[config.mk]
export PLATFORM = sky130hd
export DESIGN_NAME = config_register_file
export DESIGN_NICKNAME = d
export VERILOG_FILES = /design/src/rtl/config_register_file.sv
export SDC_FILE = /design/constraint.sdc
export NUM_CORES = 1
export LEC_CHECK = 0
export CAP_MARGIN = 10
export CORE_AREA = 3 3 282 284
export CTS_BUF_LIST = sky130_fd_sc_hd__clkbuf_16
export DETAILED_ROUTE_END_ITERATION = 8
export DIE_AREA = 0 0 285 287
export PLACE_DENSITY = 0.63
export SLEW_MARGIN = 0
export SYNTH_ARGS = -nofsm -noshare
export SYNTH_HDL_FRONTEND = slang
export SYNTH_SLANG_ARGS = --single-unit
[constraint.sdc]
create_clock -name clk -period 4.1 [get_ports clk]
set_clock_uncertainty 0.2 [all_clocks]
set_input_delay 0.41 -clock clk [delete_from_list [all_inputs] [get_ports clk]]
set_output_delay 0.41 -clock clk [all_outputs]
set_load 0.005 [all_outputs]
[src/rtl/config_register_file.sv]
// rtl/config_register_file.sv - memory-mapped config register file with single-slot read response
// Writes are always accepted; reads return one registered response held until consumed.
module config_register_file #(
    parameter int                          AXI_ADDR_BITS  = 32,
    parameter int                          AXIL_DATA_BITS = 64,
    parameter logic [AXI_ADDR_BITS-1:0]    BASE_ADDR      = '0,
    parameter int                          NUM_REGS       = 8,
    parameter logic [AXIL_DATA_BITS-1:0]   RESET_VALUE    = '0
) (
    input  logic                                clk,
    input  logic                                rst_n,
    input  logic [AXI_ADDR_BITS-1:0]            wr_addr,
    input  logic [AXIL_DATA_BITS-1:0]           wr_data,
    input  logic                                wr_valid,
    input  logic [AXI_ADDR_BITS-1:0]            read_addr,
    input  logic                                read_valid,
    output logic                                read_ready,
    output logic [AXIL_DATA_BITS-1:0]           resp_data,
    output logic                                resp_error,
    output logic                                resp_valid,
    input  logic                                resp_ready,
    output logic [NUM_REGS*AXIL_DATA_BITS-1:0]  regs_out,
    output logic [NUM_REGS-1:0]                 reg_written
);

    localparam int IDX_W = (NUM_REGS > 1) ? $clog2(NUM_REGS) : 1;
    localparam logic [AXI_ADDR_BITS-1:0] STRIDE_A = AXI_ADDR_BITS'(AXIL_DATA_BITS / 8);
    localparam logic [AXI_ADDR_BITS-1:0] NREGS_A  = AXI_ADDR_BITS'(NUM_REGS);

    typedef enum logic {EMPTY, FULL} state_t;

    // Subtraction wraps, so addresses below BASE_ADDR land far out of range.
    function automatic logic addr_hit(input logic [AXI_ADDR_BITS-1:0] addr);
        logic [AXI_ADDR_BITS-1:0] off;
        off = addr - BASE_ADDR;
        return ((off % STRIDE_A) == '0) && ((off / STRIDE_A) < NREGS_A);
    endfunction

    function automatic logic [IDX_W-1:0] addr_idx(input logic [AXI_ADDR_BITS-1:0] addr);
        logic [AXI_ADDR_BITS-1:0] off;
        off = addr - BASE_ADDR;
        return IDX_W'(off / STRIDE_A);
    endfunction

    logic [AXIL_DATA_BITS-1:0] regs_q [NUM_REGS];
    logic [NUM_REGS-1:0]       reg_written_q;
    state_t                    state_q;
    logic [AXIL_DATA_BITS-1:0] resp_data_q, resp_data_d;
    logic                      resp_error_q, resp_error_d;

    logic             wr_hit, rd_hit, accept;
    logic [IDX_W-1:0] wr_idx, rd_idx;

    always_comb begin
        wr_hit       = addr_hit(wr_addr);
        wr_idx       = addr_idx(wr_addr);
        rd_hit       = addr_hit(read_addr);
        rd_idx       = addr_idx(read_addr);
        read_ready   = (state_q == EMPTY) || resp_ready;
        accept       = read_valid && read_ready;
        resp_data_d  = rd_hit ? regs_q[rd_idx] : '0;
        resp_error_d = !rd_hit;
    end

    always_ff @(posedge clk or negedge rst_n) begin
        if (!rst_n) begin
            for (int i = 0; i < NUM_REGS; i++) regs_q[i] <= RESET_VALUE;
            reg_written_q <= '0;
        end else begin
            reg_written_q <= '0;
            if (wr_valid && wr_hit) begin
                regs_q[wr_idx]        <= wr_data;
                reg_written_q[wr_idx] <= 1'b1;
            end
        end
    end

    // Response slot: reloads on accept even while draining, so streaming has no bubble.
    always_ff @(posedge clk or negedge rst_n) begin
        if (!rst_n) begin
            state_q      <= EMPTY;
            resp_data_q  <= '0;
            resp_error_q <= 1'b0;
        end else begin
            case (state_q)
                EMPTY: begin
                    if (accept) begin
                        state_q      <= FULL;
                        resp_data_q  <= resp_data_d;
                        resp_error_q <= resp_error_d;
                    end
                end
                FULL: begin
                    if (accept) begin
                        resp_data_q  <= resp_data_d;
                        resp_error_q <= resp_error_d;
                    end else if (resp_ready) begin
                        state_q <= EMPTY;
                    end
                end
                default: state_q <= EMPTY;
            endcase
        end
    end

    assign resp_valid  = (state_q == FULL);
    assign resp_data   = resp_data_q;
    assign resp_error  = resp_error_q;
    assign reg_written = reg_written_q;

    for (genvar g = 0; g < NUM_REGS; g++) begin : g_regs_out
        assign regs_out[g*AXIL_DATA_BITS +: AXIL_DATA_BITS] = regs_q[g];
    end

endmodule

# Word-level counts from Yosys, hierarchy flattened
# Cells that the tools add are included.
# Widths: inputs -> output; s select.
dict set report word_totals {
  regBits 586
  latchBits 0
  ramBits 0
  rom_bits 0
  input_bits 133
  output_inout_bits 587
  wordCells 48
  mem_count 0
}
dict set report classes {
  add_sub_neg 0
  n_mul 0
  div_mod_pow 0
  magnitude_cmp 7
  n_eq_ne 0
  shift 0
  n_mux 16
  bitwise_logic 3
  n_reduce_logical 10
}
# op count
set ops {}
lappend ops {{$bwmux 512} 1}
lappend ops {{$mux 64} 5}
lappend ops {{$bmux 64 s3} 1}
lappend ops {{$demux 64 s3} 1}
lappend ops {{$logic_not 32->1} 2}
lappend ops {{$lt 29x4->1 const B} 2}
lappend ops {{$ge 4x4->1 const B} 2}
lappend ops {{$mux 8} 1}
lappend ops {{$not 3->4} 2}
lappend ops {{$logic_and 1x1->1} 6}
lappend ops {{$mux 1} 5}
lappend ops {{$lt 3x4->1 const B} 1}
lappend ops {{$lt 4x1->1 const B} 1}
lappend ops {{$demux 1 s3} 1}
lappend ops {{$ge 3x1->1 const B} 1}
lappend ops {{$pmux 1 s2} 1}
lappend ops {{$logic_not 1->1} 1}
lappend ops {{$logic_or 1x1->1} 1}
lappend ops {{$not 1->1} 1}

# Longest topological paths before layout
dict set report logic_depth {
  ltp_word 6
  ltp_mapped 6
  ltp_nobuf 4
}

# Worst setup path after synthesis
# OpenSTA, ideal clock, no wires.
dict set report synth_timing {
  path_type {input -> register}
  startpoint {input wr_addr[18]}
  endpoint {register regs_q (netlist bit regs_out[10])}
  setup_ps 128
  t_arrival_ps 2170
  t_required_ps 3772
  path_slack_ps 1602
  stages 5
  path_buffers 1
  cell_sequence {nor4_2 -> nand4_4 -> nor4_4 -> buf_2 -> mux2_1}
}
dict set report synth_between {
  elab_chain_cells 3
}
# element line
set synth_lines {}
lappend synth_lines {{start: declaration} 12} ;# input logic [AXI_ADDR_BITS-1:0] wr_addr,
lappend synth_lines {{$lt 29x4->1} 36} ;# return ((off % STRIDE_A) == '0) && ((off / STRIDE_A) < NREGS_A);
lappend synth_lines {{$logic_and 1x1->1} 36}
lappend synth_lines {{$logic_and 1x1->1} 71} ;# if (wr_valid && wr_hit) begin
lappend synth_lines {{end signal: indexed assignment} 72} ;# regs_q[wr_idx] <= wr_data;
lappend synth_lines {{end: declaration} 45} ;# logic [AXIL_DATA_BITS-1:0] regs_q [NUM_REGS];
# No other way between the ends.
# A chain may end at the register's enable or synchronous reset.

# Worst setup path in the final report
dict set report layout_timing {
  startpoint {input wr_addr[3]}
  endpoint {register regs_q (netlist bit regs_out[472])}
}
dict set report layout_between {
  elab_chain_cells 6
  word_cells_on_any_way 10
  classes_between {3 x order compare; 3 x mux; 1 x bitwise; 3 x reduce/logical}
}
# element
set layout_lines {}
lappend layout_lines {{parallel branches: the longest is 6 deep, another holds $lt 29x4->1}}
# Several ways; the timed one is not identified.

==> impl_metrics.prom <==
# TYPE chip_impl_metric gauge
chip_impl_info{name="outcome",value="complete, no violations"} 1
chip_impl_metric{name="timing.max_cap.violations",unit=""} 0
chip_impl_metric{name="pin_count_of_the_biggest_net_entering_global_routing",unit=""} 96
chip_impl_metric{name="cts_made_buffers",unit=""} 68
chip_impl_metric{name="post_synth_fa_ha_maj_area_fraction",unit="%"} 0
chip_impl_info{name="rsz0062_at_grt",value="false"} 1
chip_impl_metric{name="fin_nets",unit=""} 2436
chip_impl_metric{name="cts_hold_repair.buffers",unit=""} 1
chip_impl_metric{name="power_per_cell_area",unit="nW/µm²"} 343
chip_impl_metric{name="syn2layout_area_growth",unit="%"} 43.1
chip_impl_metric{name="timing.critical_path.fanout_max",unit=""} 27
chip_impl_metric{name="grt_pass1_wl",unit="mm"} 134
chip_impl_info{name="mostFrequentLayoutCell",value="sky130_fd_sc_hd__clkdlybuf4s50_1"} 1
chip_impl_metric{name="grtUsageTotal",unit="%"} 21.8
chip_impl_metric{name="hold_violations",unit=""} 0
chip_impl_info{name="synth_top_family_by_area",value="multiplexers"} 1
chip_impl_metric{name="clock_tree.htree_level_count",unit=""} 3
chip_impl_metric{name="post_cts_setup_buffer_count",unit=""} 0
chip_impl_metric{name="synth-compound-area-share",unit="%"} 1.29
chip_impl_metric{name="multi_input_comb_area",unit="µm²"} 10300
chip_impl_info{name="r2r_end",value="resp_data[5]"} 1
chip_impl_metric{name="worst_slew_pin_slew",unit="ns"} 1.19
chip_impl_metric{name="layout_cells_sized_above_1",unit="%"} 13.4
chip_impl_metric{name="clock_path_buffers",unit=""} 3
chip_impl_metric{name="worstSkewPairLatency",unit="ns"} 0.59
chip_impl_metric{name="utilization",unit="%"} 47.0
chip_impl_info{name="critical_path.endpoint_type",value="flip-flop"} 1
chip_impl_info{name="critical_path_startpoint_category",value="primary input"} 1
chip_impl_metric{name="first_global_vias",unit=""} 18800
chip_impl_metric{name="setup_tns",unit="ns"} 0
chip_impl_metric{name="ys_seq_area_share",unit="%"} 57.7
chip_impl_metric{name="grt_overflow",unit=""} 0
chip_impl_metric{name="route.detailed.vias_per_inst",unit=""} 5.13
chip_impl_info{name="worstSetupStartpoint",value="wr_addr[3]"} 1
chip_impl_metric{name="drtIter0Drc",unit=""} 970
chip_impl_metric{name="fin_crit_sh",unit="%"} 65.8
chip_impl_metric{name="power",unit="µW"} 12500
chip_impl_info{name="worstReg2RegStart",value="resp_valid"} 1
chip_impl_metric{name="synth_nets",unit=""} 1704
chip_impl_metric{name="register_area",unit="µm²"} 14700
chip_impl_metric{name="vias",unit=""} 17400
chip_impl_metric{name="clk_transition_reported_paths",unit="ns"} 0.06
chip_impl_metric{name="drt.antenna.violating_nets",unit=""} 0
chip_impl_metric{name="clkSinkCount",unit=""} 586
chip_impl_metric{name="drt-pass1-iter-count",unit=""} 5
chip_impl_metric{name="core",unit="µm²"} 77300
chip_impl_metric{name="synth.mux.area_fraction",unit="%"} 36.6
chip_impl_metric{name="share_of_total_power_in_sequential_cells",unit="%"} 46.4
chip_impl_metric{name="proportion_of_total_power_due_to_net_switching",unit="%"} 22.3
chip_impl_metric{name="synth.ff_latch_count",unit=""} 586
chip_impl_info{name="commonest_non_fill_non_tap_cells_in_the_layout",value="715 x sky130_fd_sc_hd__clkdlybuf4s50_1, 586 x sky130_fd_sc_hd__dfrtp_1, 480 x sky130_fd_sc_hd__mux2_1"} 1
chip_impl_metric{name="clock_power_share",unit="%"} 49.1
chip_impl_metric{name="antenna-diode-count",unit=""} 0
chip_impl_metric{name="detail_route.wirelength",unit="mm"} 91.2
chip_impl_metric{name="antenna_violations_before_repair",unit=""} 2
chip_impl_metric{name="io_pins",unit=""} 720
chip_impl_metric{name="floorplan.initialDensity",unit="%"} 32.8
chip_impl_metric{name="port-buffer-count",unit=""} 719
chip_impl_metric{name="yosys_warnings",unit=""} 0
chip_impl_metric{name="holdWs",unit="ns"} 0.230
chip_impl_info{name="synth_area_leaders",value="sky130_fd_sc_hd__dfrtp_1 58%, sky130_fd_sc_hd__mux2_1 21%, sky130_fd_sc_hd__mux4_2 11%, sky130_fd_sc_hd__mux2i_1 2.5%, sky130_fd_sc_hd__mux2_2 1.4%"} 1
chip_impl_metric{name="die_area",unit="µm²"} 81800
chip_impl_metric{name="relSlewSlack",unit="%"} 20.6
chip_impl_metric{name="pwr-share-comb",unit="%"} 4.5
chip_impl_metric{name="irDropWorstVdd",unit="mV"} 0.348
chip_impl_metric{name="drt-wirelength-per-cell",unit="µm"} 26.9
chip_impl_metric{name="internal_power",unit="µW"} 9690
chip_impl_metric{name="die_width",unit="µm"} 285
chip_impl_metric{name="gp_routability_congestion",unit=""} 0.826
chip_impl_metric{name="synthSimpleGateAreaFrac",unit="%"} 2.64
chip_impl_metric{name="leakagePower",unit="µW"} 0.0169
chip_impl_metric{name="std_cell_rows",unit=""} 102
chip_impl_metric{name="synth_top_area_share",unit="%"} 57.7
chip_impl_metric{name="chipHeight",unit="µm"} 287
chip_impl_metric{name="setup_violations",unit=""} 0
chip_impl_metric{name="fillers",unit=""} 6768
chip_impl_metric{name="r2r_setup_slk",unit="ns"} 1.60
chip_impl_metric{name="syn-cell-area",unit="µm²"} 25400
chip_impl_metric{name="postSynthCellCount",unit=""} 1571
chip_impl_metric{name="post-route-min-period",unit="ns"} 2.70
chip_impl_metric{name="dpl.hpwl",unit="mm"} 62.8
chip_impl_metric{name="final_max_slew_viol_count",unit=""} 0
chip_impl_info{name="critPathKind",value="in2reg"} 1
chip_impl_info{name="cts-root-buf",value="sky130_fd_sc_hd__clkbuf_16"} 1
chip_impl_info{name="tritoncts",value="done"} 1
chip_impl_metric{name="p_switching",unit="µW"} 2780
chip_impl_metric{name="critical_path_arrival",unit="ns"} 2.95
chip_impl_metric{name="required",unit="ns"} 4.35
chip_impl_metric{name="maxClockFrequency",unit="MHz"} 371
chip_impl_metric{name="synth.distinct_cells",unit=""} 25
chip_impl_metric{name="cts-resized-gates",unit=""} 0
chip_impl_info{name="worstHoldPathType",value="in2async"} 1
chip_impl_metric{name="worst-r2r-cell-count",unit=""} 5
chip_impl_metric{name="drcViolationCount",unit=""} 0
chip_impl_metric{name="post_synth_xor_area_fraction",unit="%"} 0
chip_impl_metric{name="postSynthAreaPerCell",unit="µm²"} 16.2
chip_impl_info{name="synth.largest_area_cell",value="sky130_fd_sc_hd__dfrtp_1"} 1
[cells by family (layout without fill, tap and decap cells)]
group	Yosys count	count (layout)
AND/OR/NAND/NOR	114	114
buffers and inverters	102	882
AO/OA/AOI/OAI	65	65
multiplexers	704	704
flip-flops	586	586
[synth_stat cells]
| library cell | number |
|---|---|
| sky130_fd_sc_hd__dfrtp_1 | 586 |
| sky130_fd_sc_hd__mux2_1 | 480 |
| sky130_fd_sc_hd__mux4_2 | 128 |
| sky130_fd_sc_hd__nand2_1 | 68 |
| sky130_fd_sc_hd__mux2i_1 | 64 |
| sky130_fd_sc_hd__o21ai_0 | 64 |
| sky130_fd_sc_hd__buf_2 | 52 |
| sky130_fd_sc_hd__mux2_2 | 32 |
| sky130_fd_sc_hd__clkbuf_1 | 29 |
| sky130_fd_sc_hd__buf_1 | 19 |
| sky130_fd_sc_hd__nor2_1 | 10 |
| sky130_fd_sc_hd__nor4_1 | 9 |
| sky130_fd_sc_hd__nor4_4 | 8 |
| sky130_fd_sc_hd__nand2b_1 | 4 |
| sky130_fd_sc_hd__nand4_1 | 3 |
| sky130_fd_sc_hd__nor4_2 | 3 |
| sky130_fd_sc_hd__or3_1 | 3 |
| sky130_fd_sc_hd__nand3_1 | 2 |
| sky130_fd_sc_hd__a21boi_0 | 1 |
| sky130_fd_sc_hd__clkinv_1 | 1 |
| sky130_fd_sc_hd__inv_1 | 1 |
| sky130_fd_sc_hd__nand4_4 | 1 |
| sky130_fd_sc_hd__nor3_1 | 1 |
| sky130_fd_sc_hd__nor4b_1 | 1 |
| sky130_fd_sc_hd__or2_2 | 1 |
[layout make-up]
class | instances | share of cell area [%]
well taps | 1040 | 3.58
flip-flops and latches | 586 | 40.3
repair buffers | 762 | 21.5
multi-input cells | 883 | 28.3
inverters | 2 | 0.0207
clock buffers | 71 | 4.89
clock inverters | 47 | 1.28
[metal layers]
layer  global-route usage, %  share of wire (%)  up-vias
li1                        -                  -     7315
met1                    27.2                 40     9360
met2                    37.1                 50      598
met3                    5.54                6.5      136
met4                    7.11                3.2        2
met5                       0              0.014        -
[worst max path at each step]
stage                     to  slack [ns]  depth (start not counted)
3_5_place_dp   regs_out[462]        0.79                          6
3_3_place_gp   regs_out[473]        0.85                          6
4_1_cts        regs_out[471]        1.41                          6
2_1_floorplan   regs_out[10]        1.60                          5
5_1_grt        regs_out[258]        1.29                          7
6_report       regs_out[472]        1.40                          6
[through the flow]
stage,setup slack (ns),instances,instance area [µm²]
finish,1.40,3391,36300
global route,1.29,3391,36300
CTS,1.41,3391,36300
detailed placement,0.791,3272,34100
global placement,0.853,3272,34100
floorplan,1.60,1571,25400
[power by group through the flow]
stage	clock (µW)	combinational (µW)	sequential [µW]
CTS	6290	571	5790
global placement	0	562	5890
global route	6530	604	5780
floorplan	0	156	5890
detailed placement	0	568	5890
finish	6130	556	5790
[critical path, stage by stage]
cell and delay [ns]:
sky130_fd_sc_hd__clkdlybuf4s50_1 0.79, sky130_fd_sc_hd__clkinv_1 0.45, sky130_fd_sc_hd__nor4_4 0.43, sky130_fd_sc_hd__buf_12 0.21, sky130_fd_sc_hd__buf_12 0.24, sky130_fd_sc_hd__mux2_1 0.35
[state kept, by name, summed over array words and instances, names as in the netlist]
register	count
resp_error	1
regs_out	512
reg_written	8
resp_data	64
resp_valid	1
(Power assumes the default switching activity.)
